[config.mk]
export PLATFORM = sky130hd
export DESIGN_NAME = oka_seq_ctrl_64bit
export DESIGN_NICKNAME = d
export VERILOG_FILES = /design/src/rtl/oka_seq_ctrl_64bit.sv
export SDC_FILE = /design/constraint.sdc
export NUM_CORES = 1
export LEC_CHECK = 0
export CAP_MARGIN = 25
export CORE_AREA = 5 5 205 286
export DETAILED_ROUTE_END_ITERATION = 12
export DIE_AREA = 0 0 210 291
export MAX_ROUTING_LAYER = met4
export REMOVE_ABC_BUFFERS = 1
export SKIP_LAST_GASP = 1
export SYNTH_ARGS = -nofsm -noshare
export SYNTH_HDL_FRONTEND = slang
export SYNTH_SLANG_ARGS = --single-unit
[constraint.sdc]
create_clock -name clk -period 2.82 [get_ports clk]
set_clock_uncertainty 0.1 [all_clocks]
set_input_delay 0.564 -clock clk [delete_from_list [all_inputs] [get_ports clk]]
set_output_delay 0.564 -clock clk [all_outputs]
set_load 0.05 [all_outputs]
[src/rtl/oka_seq_ctrl_64bit.sv]
// 64x64 carry-less multiplier sequencer: three Karatsuba passes over one shared
// 32x32 carry-less core, recombined with an even/odd bit interleave.
module oka_seq_ctrl_64bit #(
  parameter int N     = 64,
  parameter int H     = N / 2,
  parameter int CNT_W = 16
) (
  input  logic             clk,
  input  logic             rst,
  input  logic             in_valid,
  output logic             in_ready,
  input  logic [N-1:0]     in_a,
  input  logic [N-1:0]     in_b,
  output logic             out_valid,
  input  logic             out_ready,
  output logic [2*N-2:0]   out_p,
  output logic             core_start,
  output logic [H-1:0]     core_a,
  output logic [H-1:0]     core_b,
  input  logic             core_done,
  input  logic [2*H-2:0]   core_p,
  output logic             busy,
  output logic [CNT_W-1:0] op_count
);

  typedef enum logic [2:0] {
    IDLE,
    ISSUE,
    WAIT,
    COMBINE,
    DONE
  } state_t;

  typedef logic [2*H-2:0] half_prod_t;

  state_t     state;
  logic [1:0] pass;
  logic [N-1:0] a_reg;
  logic [N-1:0] b_reg;
  half_prod_t p0;
  half_prod_t p1;
  half_prod_t p2;

  function automatic logic [H-1:0] even_bits(input logic [N-1:0] x);
    logic [H-1:0] r;
    r = '0;
    for (int k = 0; k < H; k++) r[k] = x[2*k];
    return r;
  endfunction

  function automatic logic [H-1:0] odd_bits(input logic [N-1:0] x);
    logic [H-1:0] r;
    r = '0;
    for (int k = 0; k < H; k++) r[k] = x[2*k+1];
    return r;
  endfunction

  // Pass 0 multiplies the even halves, pass 1 the folded halves, pass 2 the odd halves.
  function automatic logic [H-1:0] pass_operand(input logic [N-1:0] x, input logic [1:0] p);
    logic [H-1:0] r;
    case (p)
      2'd0:    r = even_bits(x);
      2'd1:    r = even_bits(x) ^ odd_bits(x);
      default: r = odd_bits(x);
    endcase
    return r;
  endfunction

  // A = Ae(x^2) + x*Ao(x^2): even result bits come from P0 and x^2*P2, odd bits
  // from the Karatsuba middle term, so the three pieces never overlap in a bit.
  function automatic logic [2*N-2:0] interleave(input half_prod_t q0, input half_prod_t q1,
                                                input half_prod_t q2);
    half_prod_t      mid;
    logic [2*N-2:0]  r;
    mid = q1 ^ q0 ^ q2;
    r   = '0;
    r[0] = q0[0];
    for (int k = 1; k < 2*H-1; k++) r[2*k] = q0[k] ^ q2[k-1];
    r[2*N-2] = q2[2*H-2];
    for (int k = 0; k < 2*H-1; k++) r[2*k+1] = mid[k];
    return r;
  endfunction

  // NOTE: every register here, state and datapath alike, is updated with <= so all
  // of them see pre-edge values; blocking writes would let later lines see new ones.
  always_ff @(posedge clk) begin
    if (rst) begin
      // NOTE: capture registers are cleared too, so no stale product leaks out after reset.
      state      <= IDLE;
      pass       <= 2'd0;
      a_reg      <= '0;
      b_reg      <= '0;
      p0         <= '0;
      p1         <= '0;
      p2         <= '0;
      in_ready   <= 1'b1;
      out_valid  <= 1'b0;
      out_p      <= '0;
      core_start <= 1'b0;
      core_a     <= '0;
      core_b     <= '0;
      busy       <= 1'b0;
      op_count   <= '0;
    end else begin
      case (state)
        IDLE: begin
          if (in_valid) begin
            a_reg      <= in_a;
            b_reg      <= in_b;
            pass       <= 2'd0;
            core_a     <= pass_operand(in_a, 2'd0);
            core_b     <= pass_operand(in_b, 2'd0);
            core_start <= 1'b1;
            in_ready   <= 1'b0;
            busy       <= 1'b1;
            state      <= ISSUE;
          end
        end

        ISSUE: begin
          core_start <= 1'b0;
          state      <= WAIT;
        end

        WAIT: begin
          if (core_done) begin
            case (pass)
              2'd0:    p0 <= core_p;
              2'd1:    p1 <= core_p;
              default: p2 <= core_p;
            endcase
            if (pass != 2'd2) begin
              pass       <= pass + 2'd1;
              core_a     <= pass_operand(a_reg, pass + 2'd1);
              core_b     <= pass_operand(b_reg, pass + 2'd1);
              core_start <= 1'b1;
              state      <= ISSUE;
            end else begin
              core_a <= '0;
              core_b <= '0;
              state  <= COMBINE;
            end
          end
        end

        COMBINE: begin
          out_p     <= interleave(p0, p1, p2);
          out_valid <= 1'b1;
          state     <= DONE;
        end

        DONE: begin
          if (out_ready) begin
            out_valid <= 1'b0;
            in_ready  <= 1'b1;
            busy      <= 1'b0;
            op_count  <= op_count + CNT_W'(1);
            pass      <= 2'd0;
            state     <= IDLE;
          end
        end

        default: begin
          state      <= IDLE;
          in_ready   <= 1'b1;
          out_valid  <= 1'b0;
          core_start <= 1'b0;
          core_a     <= '0;
          core_b     <= '0;
          busy       <= 1'b0;
        end
      endcase
    end
  end

  // The core must take at least one cycle; a completion in the start cycle is a core fault.
  a_no_done_in_issue : assert property (@(posedge clk) disable iff (rst)
    (state == ISSUE) |-> !core_done);

endmodule

Word level (Yosys, flattened, before mapping) --
Cells that the tools add are included.
Word-level totals: flip-flop bits (word level) 533, input bits 196, word-level logic and storage cells 149
Cells by class: add/sub/neg operators 2, eq/ne operators 11, muxes and demuxes 30, bitwise operators 71, reductions and logical operators 20
Operators by type and width (number):
- $mux W32 | 6
- $pmux W32 S3 | 2
- $pmux W32 S2 | 2
- $xor A63 B63 Y63 | 2
- $xor A32 B32 Y32 | 2
- $xor A1 B1 Y1 | 62
- $reduce_and A3 Y1 | 6
- $add A16 B1 Y16 const B | 1
- $pmux W3 S5 | 1
- $pmux W1 S3 | 4
- $mux W2 | 5
- $ne A2 B2 Y1 const B | 5
- $mux W3 | 3
- $reduce_or A3 Y1 | 3
- $eq A3 B2 Y1 const B | 2
- $mux W1 | 6
- $pmux W2 S3 | 1
- $reduce_and A2 Y1 | 3
- $not A1 Y1 | 5
- $reduce_and A5 Y1 | 1
- $eq A2 B1 Y1 const B | 2
- $logic_not A2 Y1 | 2
- $reduce_and A4 Y1 | 1
- $reduce_or A2 Y1 | 2
- 5 further kinds | 5

Longest topological paths before layout --
Gate-level depths: netlist (run 1).
depth in word-level cells 6, depth in mapped cells 8, gate-level depth less buffers 6

Worst setup path before layout (run 1) --
Ideal clock, no wire load.
path kind register to register, from reg op_count[3], to reg op_count[15], setup time 0.070 ns, arrival 2.003 ns, required time 2.650 ns, slack 0.646 ns, stages on the path, launching flop included 5, path buffers 0, period minus slack after synthesis 2.174 ns, cells stage by stage dfxtp_1 nand4_1 or4_4 or3_1 a21oi_1
On the way: cells in the longest elaborated chain, start to end 1
RTL lines:
- start, declared | line 23 | output logic [CNT_W-1:0] op_count
- start signal, assigned | line 157 | op_count <= op_count + CNT_W'(1);
- $add A16 B1 Y16 | line 157
No other way between the ends. A chain may end at the register's enable or synchronous reset.

Worst setup path after layout (run 1) --
from reg op_count[7], to out op_count[7]
No word-level cell between the ends.

==> impl_metrics.py, run 1 <==
metrics = {
    "run_status": {
        "status": "complete, no violations",
    },
    "critical_path": {
        "path_delay_family": "buffers and inverters",
        "critPathSlowestCell": "clkdlybuf4s50_1",
        "end_kind": "output pin",
        "path_max_fanout": 6,
        "crit_chain": "clkdlybuf4s50_1",
        "start_kind": "flop",
        "worstPathRequired_ps": 2160,
        "critPathArrivalTime_ps": 1910,
        "path_buf_inv": 1,
        "worstSetupPathType": "reg2out",
        "crit_path_max_incr_delay_ps": 870,
    },
    "clock_network": {
        "cts_root_buf": "clkbuf_16",
        "cts_buffers": 53,
        "tritoncts": "done",
        "postCtsResizedCells": 0,
        "clk_latency_ps": 600,
        "cts_max_level": 2,
        "cts_buffer_depth": 3,
        "clock_sinks": 533,
        "postCtsHoldBufs": 0,
        "postCtsSetupRepairBufs": 0,
        "path_clk_slew_ps": 60,
    },
    "floorplanning": {
        "die_w_um": 210,
        "dieArea_mm2": 0.0611,
        "initial_core_util": 0.394,
        "ioPinCount": 407,
        "die_h_um": 291,
        "fp.coreArea_mm2": 0.0559,
        "rows": 103,
    },
    "final_layout": {
        "design_area_mm2": 0.0285,
        "final_cells": 3813,
        "final_util": 0.510,
        "synthToLayoutAreaGrowth_pct": 29.6,
        "largest_reg_flops": 127,
        "nNetsFinal": 3231,
        "mostFrequentLayoutCells": "774 x nand2_1, 533 x dfxtp_1, 458 x a21oi_1",
        "drive_gt1_frac": 0.0482,
        "num-fill-cells": 5345,
        "final_common_cell": "nand2_1",
    },
    "sta": {
        "fin_crit_ps": 2580,
        "clock.fmax_ghz": 0.388,
        "fin_setup_tns_ps": 0,
        "fin_hold_ws_ps": 220,
        "period_share": 0.914,
        "setup_viol": 0,
        "finalHoldViolCount": 0,
        "maxSlewHeadroom": 0.460,
        "rsz0062_at_grt": "no",
        "tightest_slew_ps": 811,
        "setup_slack_ps": 243,
        "drv_slew": 0,
    },
    "drt": {
        "wl_per_cell_um": 18.2,
        "via_per_inst": 5.23,
        "first_pass_iters": 5,
        "num_vias": 19900,
        "wl_um": 69600,
        "first_iter_violations": 1256,
        "drc_errors": 0,
        "postRouteAntennaNets": 0,
    },
    "logic_synthesis": {
        "synth.ff_latch_count": 533,
        "synth-main-ff-cell": "dfxtp_1",
        "postSynthCellCount": 2728,
        "yosysWarnings": 0,
        "ys_async_sr_fraction": 0,
        "syn_area_mm2": 0.0220,
        "seq_area_frac_synth": 0.484,
        "synth_edf_count": 0,
        "syn_area_per_cell_um2": 8.08,
        "synth_cell_types": 40,
    },
    "global_routing": {
        "grt_pass1_wl_um": 109000,
        "grt_max_degree": 168,
        "track_usage": 0.223,
        "antenna_found_initial": 10,
        "grt_pass1_vias": 20200,
        "grt-ovfl-total": 0,
    },
    "hold_path": {
        "hp-class": "in2reg",
    },
    "placed_design": {
        "gp_congestion": 0.830,
        "post-dp-hpwl_um": 43900,
        "placed_cell_area_mm2": 0.0268,
        "port_buffers": 406,
        "pre_cts_ws_ps": 163,
        "dp.cells": 3708,
    },
    "pwr": {
        "p_per_area_mw_per_mm2": 590,
        "leakage_nw": 9.12,
        "vdd_drop_max_v": 0.000469,
        "p_total_mw": 16.8,
    },
    "run": {
        "maxCapViolations": 0,
    },
}
==> cell usage after synthesis, types with 2 or more instances <==
cell type / count / area share
o21ai_0: 82 / 0.019
o211ai_1: 53 / 0.018
buf_1: 4 / 0.00068
nor3_1: 5 / 0.0011
a211oi_1: 63 / 0.021
a21oi_1: 459 / 0.10
or4_1: 2 / 0.00068
xor2_1: 4 / 0.0016
nor2_1: 82 / 0.014
nand2b_1: 5 / 0.0014
and2_1: 4 / 0.0011
nor2b_1: 143 / 0.041
clkbuf_1: 176 / 0.030
nor4_1: 2 / 0.00057
or3_1: 4 / 0.0011
nand3_1: 6 / 0.0014
nand2_1: 779 / 0.13
xnor2_1: 195 / 0.078
and3_1: 4 / 0.0011
nor4bb_1: 2 / 0.00091
a221o_1: 64 / 0.029
buf_2: 27 / 0.0061
ha_1: 6 / 0.0034
a21o_1: 2 / 0.00068
dfxtp_1: 533 / 0.48
nand4_1: 5 / 0.0014
inv_1: 4 / 0.00068
==> worst reg2reg max path, stage by stage (launching register included) <==
cell	delay [ps]
dfxtp_1	680
nand4bb_1	320
or4_4	640
or3_1	370
a21oi_1	160
==> per-layer routing <==
metal | wire, um | part of all wire | track usage
met4 | 1770 | 0.025 | 0.0645
met1 | 29000 | 0.42 | 0.265
met3 | 5080 | 0.073 | 0.0551
met5 | 0 | 0 | -
met2 | 33700 | 0.48 | 0.374
==> worst paths after layout <==
kind                                                  end  cells past startpoint                startpoint  slack [ps]
worst min register to register     out_p[77]$_SDFFE_PP0P_                      2    out_p[77]$_SDFFE_PP0P_         350
worst max register to register  op_count[15]$_SDFFE_PP0P_                      4     state[2]$_SDFFE_PP0P_         500
worst min-delay path                  p2[44]$_SDFFE_PP0P_                      2                       rst         220
worst max-delay path                          op_count[7]                      1  op_count[7]$_SDFFE_PP0P_         240
==> cells by family after synthesis <==
group                    synth area share
adder cells (fa/ha/maj)           0.00341
AND/OR/NAND/NOR                     0.200
XOR/XNOR                           0.0791
AO/OA/AOI/OAI                       0.194
flip-flops                          0.484
buffers and inverters              0.0382
multiplexers                     0.000966
==> where the power goes <==
group / switching [mW] / leakage, nW / internal, mW
clock: 3.05 / 0.835 / 3.87
combinational: 1.16 / 3.95 / 0.787
sequential: 0.191 / 4.33 / 7.79
==> cell type report <==
cell class	instances	area (um2)	area share
Antenna cell	10	25.0	0.000877
Clock buffer	78	1530	0.0536
Clock inverter	16	146	0.00513
Inverter	5	18.8	0.000657
Multi-Input combinational cell	1982	10600	0.371
Sequential cell	533	10700	0.374
Tap cell	735	920	0.0322
Timing Repair Buffer	454	4650	0.163
Power figures use the tool's default switching activity.
==> run 2: changes to the inputs <==
- TNS_END_PERCENT: not set -> 50
==> results of run 2 <==
The final DEF is identical to that of run 1; final timing and power are the same.
